$ cat src/rtl/i2cmb_cmd_sequencer_if.sv
// Host request/response, engine command and status signals of the I2CMB command sequencer.
interface i2cmb_cmd_sequencer_if #(
  parameter int DATA_W  = 8,
  parameter int NUM_BUS = 16,
  parameter int DEPTH   = 8
);
  localparam int BUS_W = (NUM_BUS > 1) ? $clog2(NUM_BUS) : 1;
  localparam int LVL_W = $clog2(DEPTH) + 1;

  logic              req_valid_i;
  logic              req_ready_o;
  logic [2:0]        req_op_i;
  logic [DATA_W-1:0] req_data_i;
  logic [BUS_W-1:0]  req_bus_i;

  logic              eng_valid_o;
  logic              eng_ready_i;
  logic [2:0]        eng_op_o;
  logic [DATA_W-1:0] eng_data_o;
  logic [BUS_W-1:0]  eng_bus_o;
  logic              eng_done_i;
  logic [1:0]        eng_status_i;
  logic [DATA_W-1:0] eng_rdata_i;

  logic              rsp_valid_o;
  logic              rsp_ready_i;
  logic [2:0]        rsp_op_o;
  logic [1:0]        rsp_status_o;
  logic [DATA_W-1:0] rsp_rdata_o;

  logic [LVL_W-1:0]  level_o;
  logic [7:0]        flush_cnt_o;

  modport slave (
    input  req_valid_i, req_op_i, req_data_i, req_bus_i,
           eng_ready_i, eng_done_i, eng_status_i, eng_rdata_i, rsp_ready_i,
    output req_ready_o, eng_valid_o, eng_op_o, eng_data_o, eng_bus_o,
           rsp_valid_o, rsp_op_o, rsp_status_o, rsp_rdata_o, level_o, flush_cnt_o
  );

  modport master (
    output req_valid_i, req_op_i, req_data_i, req_bus_i,
           eng_ready_i, eng_done_i, eng_status_i, eng_rdata_i, rsp_ready_i,
    input  req_ready_o, eng_valid_o, eng_op_o, eng_data_o, eng_bus_o,
           rsp_valid_o, rsp_op_o, rsp_status_o, rsp_rdata_o, level_o, flush_cnt_o
  );
endinterface

$ cat src/rtl/i2cmb_cmd_sequencer.sv
// FIFO-fed command sequencer for the I2CMB byte engine with local bus-select handling.
// Optional flush-on-failure is enabled by defining I2CMB_SEQ_NAK_FLUSH_EN.
module i2cmb_cmd_sequencer #(
  parameter  int DATA_W  = 8,
  parameter  int DEPTH   = 8,
  parameter  int NUM_BUS = 16,
  localparam int BUS_W   = (NUM_BUS > 1) ? $clog2(NUM_BUS) : 1,
  localparam int AW      = $clog2(DEPTH),
  localparam int LVL_W   = AW + 1
) (
  input  logic clk_i,
  input  logic rst_i,
  i2cmb_cmd_sequencer_if.slave bus
);
  typedef enum logic [1:0] {IDLE, ISSUE, WAIT_DONE, RESP} state_t;
  typedef struct packed {
    logic [2:0]        op;
    logic [DATA_W-1:0] data;
    logic [BUS_W-1:0]  bus;
  } cmd_t;

  localparam logic [2:0] OP_RDA = 3'd2, OP_RDN = 3'd3, OP_START = 3'd4,
                         OP_STOP = 3'd5, OP_SETBUS = 3'd6, OP_BAD = 3'd7;
  localparam logic [1:0] ST_OK = 2'd0, ST_NAK = 2'd1, ST_ARB = 2'd2, ST_ERR = 2'd3;
  localparam logic [BUS_W:0] NUM_BUS_L = (BUS_W+1)'(NUM_BUS);
  localparam logic [LVL_W-1:0] DEPTH_L = LVL_W'(DEPTH);

  cmd_t              mem_q [DEPTH];
  logic [AW-1:0]     wr_ptr_q, wr_ptr_d, rd_ptr_q, rd_ptr_d;
  logic [LVL_W-1:0]  level_q, level_d;
  logic              rdy_q, rdy_d;
  state_t            state_q, state_d;
  logic [2:0]        cur_op_q, cur_op_d;
  logic [DATA_W-1:0] cur_data_q, cur_data_d;
  logic [BUS_W-1:0]  cur_bus_q, cur_bus_d;
  logic [1:0]        status_q, status_d;
  logic [DATA_W-1:0] rdata_q, rdata_d;
  logic              bus_open_q, bus_open_d;
  logic              push, pop, discard;
  cmd_t              head;
`ifdef I2CMB_SEQ_NAK_FLUSH_EN
  logic              flush_q, flush_d;
  logic [7:0]        flush_cnt_q, flush_cnt_d;
`endif

  assign head = mem_q[rd_ptr_q];
  assign push = bus.req_valid_i & rdy_q;

  always_ff @(posedge clk_i)
    if (push) mem_q[wr_ptr_q] <= '{op: bus.req_op_i, data: bus.req_data_i, bus: bus.req_bus_i};

  always_comb begin
    state_d    = state_q;
    cur_op_d   = cur_op_q;
    cur_data_d = cur_data_q;
    cur_bus_d  = cur_bus_q;
    status_d   = status_q;
    rdata_d    = rdata_q;
    bus_open_d = bus_open_q;
    pop        = 1'b0;
    discard    = 1'b0;
`ifdef I2CMB_SEQ_NAK_FLUSH_EN
    flush_d     = flush_q;
    flush_cnt_d = flush_cnt_q;
    // Failure-triggered flush drops everything up to the next START/STOP.
    discard = flush_q && (level_q != '0) && (head.op != OP_START) && (head.op != OP_STOP);
`endif
    case (state_q)
      IDLE: begin
`ifdef I2CMB_SEQ_NAK_FLUSH_EN
        if (!discard) flush_d = 1'b0;
`endif
        if (level_q != '0) begin
          pop = 1'b1;
          if (discard) begin
`ifdef I2CMB_SEQ_NAK_FLUSH_EN
            if (flush_cnt_q != 8'hFF) flush_cnt_d = flush_cnt_q + 8'd1;
`endif
          end else begin
            cur_op_d   = head.op;
            cur_data_d = head.data;
            status_d   = ST_OK;
            rdata_d    = '0;
            if (head.op == OP_BAD) begin
              status_d = ST_ERR;
              state_d  = RESP;
            end else if (head.op == OP_SETBUS) begin
              // Bus switching is refused while a transaction holds the bus.
              if (({1'b0, head.bus} >= NUM_BUS_L) || bus_open_q) status_d = ST_ERR;
              else cur_bus_d = head.bus;
              state_d = RESP;
            end else begin
              state_d = ISSUE;
            end
          end
        end
      end
      ISSUE: if (bus.eng_ready_i) state_d = WAIT_DONE;
      WAIT_DONE: if (bus.eng_done_i) begin
        status_d = bus.eng_status_i;
        rdata_d  = (cur_op_q == OP_RDA || cur_op_q == OP_RDN) ? bus.eng_rdata_i : '0;
        state_d  = RESP;
      end
      RESP: if (bus.rsp_ready_i) begin
        state_d = IDLE;
        if (cur_op_q == OP_START && status_q == ST_OK) bus_open_d = 1'b1;
        if (cur_op_q == OP_STOP  && status_q == ST_OK) bus_open_d = 1'b0;
        if (status_q == ST_ARB) bus_open_d = 1'b0;
`ifdef I2CMB_SEQ_NAK_FLUSH_EN
        if (status_q == ST_NAK || status_q == ST_ARB) flush_d = 1'b1;
`endif
      end
      default: state_d = IDLE;
    endcase
  end

  always_comb begin
    wr_ptr_d = push ? wr_ptr_q + 1'b1 : wr_ptr_q;
    rd_ptr_d = pop  ? rd_ptr_q + 1'b1 : rd_ptr_q;
    level_d  = level_q;
    if (push && !pop) level_d = level_q + 1'b1;
    else if (!push && pop) level_d = level_q - 1'b1;
    rdy_d = (level_d < DEPTH_L);
  end

  always_ff @(posedge clk_i) begin
    if (rst_i) begin
      wr_ptr_q   <= '0;
      rd_ptr_q   <= '0;
      level_q    <= '0;
      rdy_q      <= 1'b0;
      state_q    <= IDLE;
      cur_op_q   <= '0;
      cur_data_q <= '0;
      cur_bus_q  <= '0;
      status_q   <= '0;
      rdata_q    <= '0;
      bus_open_q <= 1'b0;
    end else begin
      wr_ptr_q   <= wr_ptr_d;
      rd_ptr_q   <= rd_ptr_d;
      level_q    <= level_d;
      rdy_q      <= rdy_d;
      state_q    <= state_d;
      cur_op_q   <= cur_op_d;
      cur_data_q <= cur_data_d;
      cur_bus_q  <= cur_bus_d;
      status_q   <= status_d;
      rdata_q    <= rdata_d;
      bus_open_q <= bus_open_d;
    end
  end

`ifdef I2CMB_SEQ_NAK_FLUSH_EN
  always_ff @(posedge clk_i) begin
    if (rst_i) begin
      flush_q     <= 1'b0;
      flush_cnt_q <= '0;
    end else begin
      flush_q     <= flush_d;
      flush_cnt_q <= flush_cnt_d;
    end
  end
  assign bus.flush_cnt_o = flush_cnt_q;
`else
  assign bus.flush_cnt_o = '0;
`endif

  assign bus.req_ready_o  = rdy_q;
  assign bus.eng_valid_o  = (state_q == ISSUE);
  assign bus.eng_op_o     = cur_op_q;
  assign bus.eng_data_o   = cur_data_q;
  assign bus.eng_bus_o    = cur_bus_q;
  assign bus.rsp_valid_o  = (state_q == RESP);
  assign bus.rsp_op_o     = cur_op_q;
  assign bus.rsp_status_o = status_q;
  assign bus.rsp_rdata_o  = rdata_q;
  assign bus.level_o      = level_q;
endmodule
$ cat src/flat_wrapper.sv
// flat-port wrapper written by rule: the top's interface ports become plain ports
module i2cmb_cmd_sequencer_flat 
#(
  parameter  int DATA_W  = 8,
  parameter  int DEPTH   = 8,
  parameter  int NUM_BUS = 16,
  localparam int BUS_W   = (NUM_BUS > 1) ? $clog2(NUM_BUS) : 1,
  localparam int AW      = $clog2(DEPTH),
  localparam int LVL_W   = AW + 1
)
  (clk_i, rst_i, bus_req_valid_i, bus_req_op_i, bus_req_data_i, bus_req_bus_i, bus_eng_ready_i, bus_eng_done_i, bus_eng_status_i, bus_eng_rdata_i, bus_rsp_ready_i, bus_req_ready_o, bus_eng_valid_o, bus_eng_op_o, bus_eng_data_o, bus_eng_bus_o, bus_rsp_valid_o, bus_rsp_op_o, bus_rsp_status_o, bus_rsp_rdata_o, bus_level_o, bus_flush_cnt_o);
  i2cmb_cmd_sequencer_if #(.DATA_W(DATA_W), .NUM_BUS(NUM_BUS), .DEPTH(DEPTH)) bus_i ();
  input  logic clk_i;
  input  logic rst_i;
  input wire logic [$bits(bus_i.req_valid_i)-1:0] bus_req_valid_i;
  input wire logic [$bits(bus_i.req_op_i)-1:0] bus_req_op_i;
  input wire logic [$bits(bus_i.req_data_i)-1:0] bus_req_data_i;
  input wire logic [$bits(bus_i.req_bus_i)-1:0] bus_req_bus_i;
  input wire logic [$bits(bus_i.eng_ready_i)-1:0] bus_eng_ready_i;
  input wire logic [$bits(bus_i.eng_done_i)-1:0] bus_eng_done_i;
  input wire logic [$bits(bus_i.eng_status_i)-1:0] bus_eng_status_i;
  input wire logic [$bits(bus_i.eng_rdata_i)-1:0] bus_eng_rdata_i;
  input wire logic [$bits(bus_i.rsp_ready_i)-1:0] bus_rsp_ready_i;
  output wire logic [$bits(bus_i.req_ready_o)-1:0] bus_req_ready_o;
  output wire logic [$bits(bus_i.eng_valid_o)-1:0] bus_eng_valid_o;
  output wire logic [$bits(bus_i.eng_op_o)-1:0] bus_eng_op_o;
  output wire logic [$bits(bus_i.eng_data_o)-1:0] bus_eng_data_o;
  output wire logic [$bits(bus_i.eng_bus_o)-1:0] bus_eng_bus_o;
  output wire logic [$bits(bus_i.rsp_valid_o)-1:0] bus_rsp_valid_o;
  output wire logic [$bits(bus_i.rsp_op_o)-1:0] bus_rsp_op_o;
  output wire logic [$bits(bus_i.rsp_status_o)-1:0] bus_rsp_status_o;
  output wire logic [$bits(bus_i.rsp_rdata_o)-1:0] bus_rsp_rdata_o;
  output wire logic [$bits(bus_i.level_o)-1:0] bus_level_o;
  output wire logic [$bits(bus_i.flush_cnt_o)-1:0] bus_flush_cnt_o;
  assign bus_i.req_valid_i = bus_req_valid_i;
  assign bus_i.req_op_i = bus_req_op_i;
  assign bus_i.req_data_i = bus_req_data_i;
  assign bus_i.req_bus_i = bus_req_bus_i;
  assign bus_i.eng_ready_i = bus_eng_ready_i;
  assign bus_i.eng_done_i = bus_eng_done_i;
  assign bus_i.eng_status_i = bus_eng_status_i;
  assign bus_i.eng_rdata_i = bus_eng_rdata_i;
  assign bus_i.rsp_ready_i = bus_rsp_ready_i;
  assign bus_req_ready_o = bus_i.req_ready_o;
  assign bus_eng_valid_o = bus_i.eng_valid_o;
  assign bus_eng_op_o = bus_i.eng_op_o;
  assign bus_eng_data_o = bus_i.eng_data_o;
  assign bus_eng_bus_o = bus_i.eng_bus_o;
  assign bus_rsp_valid_o = bus_i.rsp_valid_o;
  assign bus_rsp_op_o = bus_i.rsp_op_o;
  assign bus_rsp_status_o = bus_i.rsp_status_o;
  assign bus_rsp_rdata_o = bus_i.rsp_rdata_o;
  assign bus_level_o = bus_i.level_o;
  assign bus_flush_cnt_o = bus_i.flush_cnt_o;
  i2cmb_cmd_sequencer #(.DATA_W(DATA_W), .DEPTH(DEPTH), .NUM_BUS(NUM_BUS)) u_core (.clk_i(clk_i), .rst_i(rst_i), .bus(bus_i));
endmodule
$ cat config.mk
export PLATFORM = sky130hd
export DESIGN_NAME = i2cmb_cmd_sequencer_flat
export DESIGN_NICKNAME = d
export VERILOG_FILES = /design/src/rtl/i2cmb_cmd_sequencer_if.sv /design/src/rtl/i2cmb_cmd_sequencer.sv /design/src/flat_wrapper.sv
export SDC_FILE = /design/constraint.sdc
export NUM_CORES = 1
export LEC_CHECK = 0
export CAP_MARGIN = 10
export CORE_ASPECT_RATIO = 1.4
export CORE_UTILIZATION = 50
export CTS_BUF_LIST = sky130_fd_sc_hd__clkbuf_16
export CTS_CLUSTER_SIZE = 28
export DETAILED_ROUTE_END_ITERATION = 6
export PLACE_DENSITY = 0.72
export SLEW_MARGIN = 20
export SYNTH_ARGS = -nofsm -noshare
export SYNTH_HDL_FRONTEND = slang
export SYNTH_SLANG_ARGS = --single-unit
$ cat constraint.sdc
create_clock -name clk_i -period 2.35 [get_ports clk_i]
set_input_delay 0.3525 -clock clk_i [delete_from_list [all_inputs] [get_ports clk_i]]
set_output_delay 0.3525 -clock clk_i [all_outputs]
set_load 0.03 [all_outputs]
Word level (Yosys, flattened, before mapping)
Memory sizes are Yosys's and may differ from the RTL's. A register that Yosys moved wholly into a read port is not among the register bits.
Index checks and enable logic that the tools add are counted.

word-level totals
  bits in registers = 39
  RAM bits = 120
  bits of input ports = 31
  output and inout port bits = 43
  memories kept = 1

operators by class
  $add $sub $neg = 4
  $lt $le $gt $ge = 1
  equality and inequality tests = 14
  mux-type cells = 28
  bitwise gates (word level) = 3
  reductions and logical operators = 17

memory list
  memory        depth  width  read ports  clocked after memory_dff  write ports  RTL line                   RTL
  u_core.mem_q  8      15     1           1                         1            i2cmb_cmd_sequencer.sv:28  cmd_t mem_q [DEPTH];

operator list
  kind                 count
  $mux 8               3
  $mux 2               11
  $pmux 8 s2           1
  $eq 3x3->1 const B   4
  $mux 4               2
  $pmux 2 s4           1
  $mux 1               7
  $add 3x1->3 const B  2
  $eq 2x2->1 const B   3
  $eq 3x2->1 const B   2
  $mux 3               2
  $ne 2x2->1 const B   3
  $reduce_and 3->1     2
  $reduce_and 5->1     1
  $add 4x1->4 const B  1
  $logic_and 1x1->1    4
  $logic_not 2->1      2
  $lt 4x4->1 const B   1
  $pmux 2 s2           1
  $reduce_and 4->1     1
  $reduce_bool 4->1    1
  $sub 4x1->4 const B  1
  $reduce_bool 3->1    1
  $eq 2x1->1 const B   1
  other kinds (7)      9

Logic depth before layout (Yosys ltp)
  depth after elaboration = 7
  depth in mapped cells = 11
  gate-level depth less buffers = 10

Worst setup path before layout
OpenSTA, ideal clock, no wires.

  kind = reg2reg
  start = reg u_core.rdy_q (netlist: u_core.bus.req_ready_o)
  end = mem u_core.mem_q[0][0] in the netlist's numbering (enable)
  setup time = 0.426 ns
  arrival = 2.231 ns
  required time = 1.924 ns
  setup slack = -0.306 ns
  cell stages (with the launch flop) = 3
  path buffers = 0
  cells stage by stage = dfxtp_1 > nand2_1 > nor4_1

on the way
  cells in the longest elaborated chain, start to end = 3

RTL lines
  what                          RTL line                    RTL
  start, declared               i2cmb_cmd_sequencer.sv:31   logic rdy_q, rdy_d;
  start signal, assigned        i2cmb_cmd_sequencer.sv:143  rdy_q <= rdy_d;
  $and 1x1->1                   i2cmb_cmd_sequencer.sv:47   assign push = bus.req_valid_i & rdy_q;
  $mux 1                        i2cmb_cmd_sequencer.sv:50   if (push) mem_q[wr_ptr_q] <= '{op: bus.req_op_i, data: bus.req_data_i, bus: bus.req_bus_i};
  $mux 1 (not written as such)  i2cmb_cmd_sequencer.sv:50
  end, declared                 i2cmb_cmd_sequencer.sv:28

No other way between the ends.

Worst setup path after layout
  start = reg u_core.level_q[0] (netlist: u_core.bus.level_o[0])
  end = reg u_core.level_q[3] (netlist: u_core.bus.level_o[3])

on the way
  cells in the longest elaborated chain, start to end = 6
  elaborated cells between the ends (all ways) = 10
  those cells by class = add/sub: 2; mux: 4; reduce/logical: 4

RTL lines
  what                                                         RTL line                                                RTL
  start, declared                                              i2cmb_cmd_sequencer.sv:30                               logic [LVL_W-1:0] level_q, level_d;
  start signal, assigned                                       i2cmb_cmd_sequencer.sv:142                              level_q <= level_d;
  $reduce_bool 4->1                                            i2cmb_cmd_sequencer.sv:73                               if (level_q != '0) begin
  $mux 1                                                       i2cmb_cmd_sequencer.sv:73
  $mux 1                                                       i2cmb_cmd_sequencer.sv:68                               case (state_q)
  $logic_and 1x1->1 / $logic_not 1->1 (equally long branches)  i2cmb_cmd_sequencer.sv:122, i2cmb_cmd_sequencer.sv:121
  $mux 4 / $logic_and 1x1->1 (equally long branches)           i2cmb_cmd_sequencer.sv:122, i2cmb_cmd_sequencer.sv:121
  $mux 4 (*)                                                   i2cmb_cmd_sequencer.sv:121                              if (push && !pop) level_d = level_q + 1'b1;

Mark *: on every way between the ends. The rest lies on a longest branch, timed or not.
A chain may end at the register's enable or synchronous reset.

==> reports/qor.log <==
INFO  clocking       postCtsSetupBuffers=0
INFO  detailed_routing routed_wl=12.46mm
INFO  finish         drive_gt1_frac=0.1776
INFO  flow_run       max_cap_viol_count=0
INFO  clocking       post_cts_hold_buffer_count=0
INFO  floorplan      boundaryPins=74
INFO  logic_synthesis synthesis.area=6435µm²
INFO  floorplan      rows=48
INFO  finish         area_growth_from_synthesis_to_layout=24.50%
INFO  grt            grt_max_degree=31
INFO  finish         finish.net_count=530
INFO  worst_setup_path critical_path_peak_fanout=7
INFO  finish         finalInstanceArea=8011µm²
INFO  floorplan      initial_utilization=0.5176
INFO  power          report.power.total=8.629mW
INFO  sta            tns=0ps
INFO  clocking       clkSlewWorstSetupHoldPaths=60ps
INFO  sta            report.final.setup_viol=0
INFO  detailed_routing vias_per_cell=5.576
INFO  placement      place_congestion=0.7639
INFO  sta            timing.final.crit_share=0.9221
INFO  sta            rsz0062_at_grt=no
INFO  logic_synthesis post_synth_main_area_contributors=sky130_fd_sc_hd__edfxtp_1 56%, sky130_fd_sc_hd__dfxtp_1 13%, sky130_fd_sc_hd__mux4_2 8.4%
INFO  floorplan      die_height=136.2µm
INFO  sta            timing.final.crit_period=2167ps
INFO  grt            antenna_found_initial=0
INFO  logic_synthesis synth_cells=404
INFO  floorplan      die_w=97.88µm
INFO  worst_setup_path worstSetupStartpointType=flip-flop
INFO  power          pwr_density_cell=1077nW/µm²
INFO  detailed_routing drt.antenna.violating_nets=0
INFO  sta            timing_worst_slew_pin_value=589.6ps
INFO  grt            track_usage=0.2033
INFO  status         violations=design-rule violations
INFO  min_path       holdCritPathClass=reg2reg
INFO  logic_synthesis share_of_the_synthesized_area_in_the_top_cell_type=0.5600
INFO  logic_synthesis synth_seq_area_share=0.6906
INFO  sta            timing.final.hold_violations=0
INFO  clocking       cts_buffer_depth=2
INFO  grt            global_route.overflow_total=0
INFO  logic_synthesis ys_warn_count=0
INFO  grt            grt_pass1_wl=19.80mm
INFO  grt            via_count_of_the_first_global_routing_pass=3795
INFO  detailed_routing detailedRoute.firstIterationViolations=171
INFO  detailed_routing drt_pass1_iterations=6
INFO  logic_synthesis yosys.area.top_type=sky130_fd_sc_hd__edfxtp_1
INFO  clocking       clockRootBuffer=sky130_fd_sc_hd__clkbuf_16
INFO  status         outcome=finished with violations
INFO  power          worst_ir_drop_vdd=535.6µV
INFO  worst_setup_path worstSetupPathType=reg2reg
INFO  finish         antennaDiodeCount=0
INFO  placement      port_buffers=65
INFO  clocking       cts_tree=built
INFO  floorplan      dieArea=13330µm²
INFO  sta            final_max_slew_viol_count=0
INFO  logic_synthesis postSynthRegisterBits=162
INFO  clocking       clock_tree.htree_level_count=4
INFO  detailed_routing drt_drc_violations_left=11
INFO  sta            whs=450.9ps
INFO  clocking       clock_sink_count=162
INFO  placement      post_dp_cell_area=7373µm²
INFO  floorplan      core_area=12430µm²
INFO  placement      dpl.hpwl=7.691mm
INFO  sta            slew_headroom=0.6057
INFO  sta            fmaxAchievable=0.4615GHz
INFO  logic_synthesis syn-mean-instance-area=15.93µm²
INFO  logic_synthesis yosysUniqueCellTypes=40
INFO  clocking       inserted_clock_buffers=17
INFO  worst_setup_path required_time_of_the_critical_path=2700ps
INFO  detailed_routing drt-wirelength-per-cell=19.13µm
INFO  sta            finClkSkew=8.857ps
INFO  worst_setup_path worst_ep_arrival_time=2520ps
INFO  power          leakagePower=2.670nW
INFO  detailed_routing detailroute.via_count=3630
INFO  worst_setup_path critPathCaptureType=flip-flop
INFO  clocking       insertion_delay=410ps
-- logic make-up (layout without fill, tap and decap cells) --
family | Yosys count | in the layout | synth area share
flops | 162 | 162 | 0.6906
compound gates | 53 | 53 | 0.05677
mux | 46 | 46 | 0.1283
simple gates | 87 | 87 | 0.06125
buf+inv | 39 | 129 | 0.03422
other cells | 1 | 8 | 0.0005828
xor+xnor | 5 | 5 | 0.006805
fa+ha+maj | 11 | 11 | 0.02139
-- sequential cells by signal (all words and copies together) (netlist names), named ones only --
| signal | cells |
|---|---|
| u_core.bus.eng_bus_o | 4 |
| u_core.bus.eng_data_o | 8 |
| u_core.bus.eng_op_o | 3 |
| u_core.bus.level_o | 4 |
| u_core.bus.req_ready_o | 1 |
| u_core.bus.rsp_rdata_o | 8 |
| u_core.bus.rsp_status_o | 2 |
| u_core.bus_open_q | 1 |
| u_core.mem_q | 120 |
| u_core.rd_ptr_q | 3 |
| u_core.state_q | 2 |
| u_core.wr_ptr_q | 3 |
-- critical path, stage by stage (launching register included) --
cell,delay (ps)
sky130_fd_sc_hd__dfxtp_4,390
sky130_fd_sc_hd__inv_1,70
sky130_fd_sc_hd__ha_1,190
sky130_fd_sc_hd__nor3b_1,150
sky130_fd_sc_hd__nor2b_2,180
sky130_fd_sc_hd__inv_2,50
sky130_fd_sc_hd__ha_1,240
sky130_fd_sc_hd__nand2b_1,220
sky130_fd_sc_hd__o41ai_2,250
sky130_fd_sc_hd__xor2_1,210
sky130_fd_sc_hd__nor2b_1,150
-- repair_timing --
item                                    in CTS  in global routing
endpoints found under the setup margin       0                  3
endpoints found under the hold margin        0                  0
gates resized for setup                      0                  5
-- cell usage after synthesis, drive strengths merged --
| master | n |
|---|---|
| nor3 | 5 |
| nand2 | 22 |
| o21a | 1 |
| a2bb2oi | 1 |
| a311o | 1 |
| or2 | 1 |
| nand3b | 1 |
| xnor2 | 1 |
| mux4 | 28 |
| o41ai | 5 |
| a211oi | 13 |
| xor2 | 4 |
| clkbuf | 3 |
| nor4 | 1 |
| dfxtp | 42 |
| a21oi | 13 |
| and2 | 1 |
| nand3 | 9 |
| a32oi | 2 |
| nor2b | 9 |
| inv | 10 |
| buf | 26 |
| nand4 | 2 |
| nor3b | 1 |
| a22oi | 3 |
| a221oi | 1 |
| mux2i | 18 |
| conb | 1 |
| o221a | 2 |
| nand2b | 3 |
| ha | 11 |
| o21ai | 11 |
| edfxtp | 120 |
| nor2 | 32 |
-- placed cells by master (no fill, tap or decap), types with 8 or more instances in the layout --
master	instances
sky130_fd_sc_hd__a21oi_1	13
sky130_fd_sc_hd__clkdlybuf4s50_1	65
sky130_fd_sc_hd__nor2b_1	8
sky130_fd_sc_hd__ha_1	11
sky130_fd_sc_hd__mux2i_1	18
sky130_fd_sc_hd__a211oi_1	13
sky130_fd_sc_hd__dfxtp_1	39
sky130_fd_sc_hd__o21ai_0	10
sky130_fd_sc_hd__nand2_1	22
sky130_fd_sc_hd__conb_1	8
sky130_fd_sc_hd__nand3_1	9
sky130_fd_sc_hd__clkbuf_16	21
sky130_fd_sc_hd__mux4_2	24
sky130_fd_sc_hd__buf_4	17
sky130_fd_sc_hd__nor2_1	32
sky130_fd_sc_hd__inv_1	9
sky130_fd_sc_hd__edfxtp_1	120
-- area by class of cell --
cell class              count  area [µm²]
well taps                 150       187.7
clock buffers              21       525.5
multi-input cells         210        1842
fillers                   875        4420
flip-flops and latches    162        4451
inverters                  10       37.54
repair buffers             87       873.3
clock inverters            11       95.09
-- power by group --
| part | internal, mW | switching, mW |
|---|---|---|
| Sequential | 3.31 | 0.170 |
| Clock | 1.71 | 1.07 |
| Combinational | 1.02 | 1.36 |
-- metal layers --
metal,share of wire,track usage,routed length [µm]
met5,0,0,0
met2,0.54,0.3682,6667
met1,0.41,0.2269,5064
met3,0.043,0.04781,540
met4,0.015,0.09175,184
-- worst paths after layout --
path	cells after the start	slack, ps	startpoint	endpoint
max	10	180	u_core.bus.level_o[0]$_SDFFE_PP0P_	u_core.bus.level_o[3]$_SDFF_PP0_
min	2	450	u_core.bus.rsp_rdata_o[3]$_SDFFE_PP0P_	u_core.bus.rsp_rdata_o[3]$_SDFFE_PP0P_
max reg2reg	10	180	u_core.bus.level_o[0]$_SDFFE_PP0P_	u_core.bus.level_o[3]$_SDFF_PP0_
min reg2reg	2	450	u_core.bus.rsp_rdata_o[3]$_SDFFE_PP0P_	u_core.bus.rsp_rdata_o[3]$_SDFFE_PP0P_
-- stage by stage --
step	std cells	setup WS, ps	util
2_1_floorplan	411	64.93	-
3_3_place_gp	619	220.3	0.5931
3_5_place_dp	619	151.1	0.5931
4_1_cts	651	115.6	0.6430
5_1_grt	651	16.70	0.6444
6_report	651	183.1	0.6444
(Power assumes the default switching activity.)
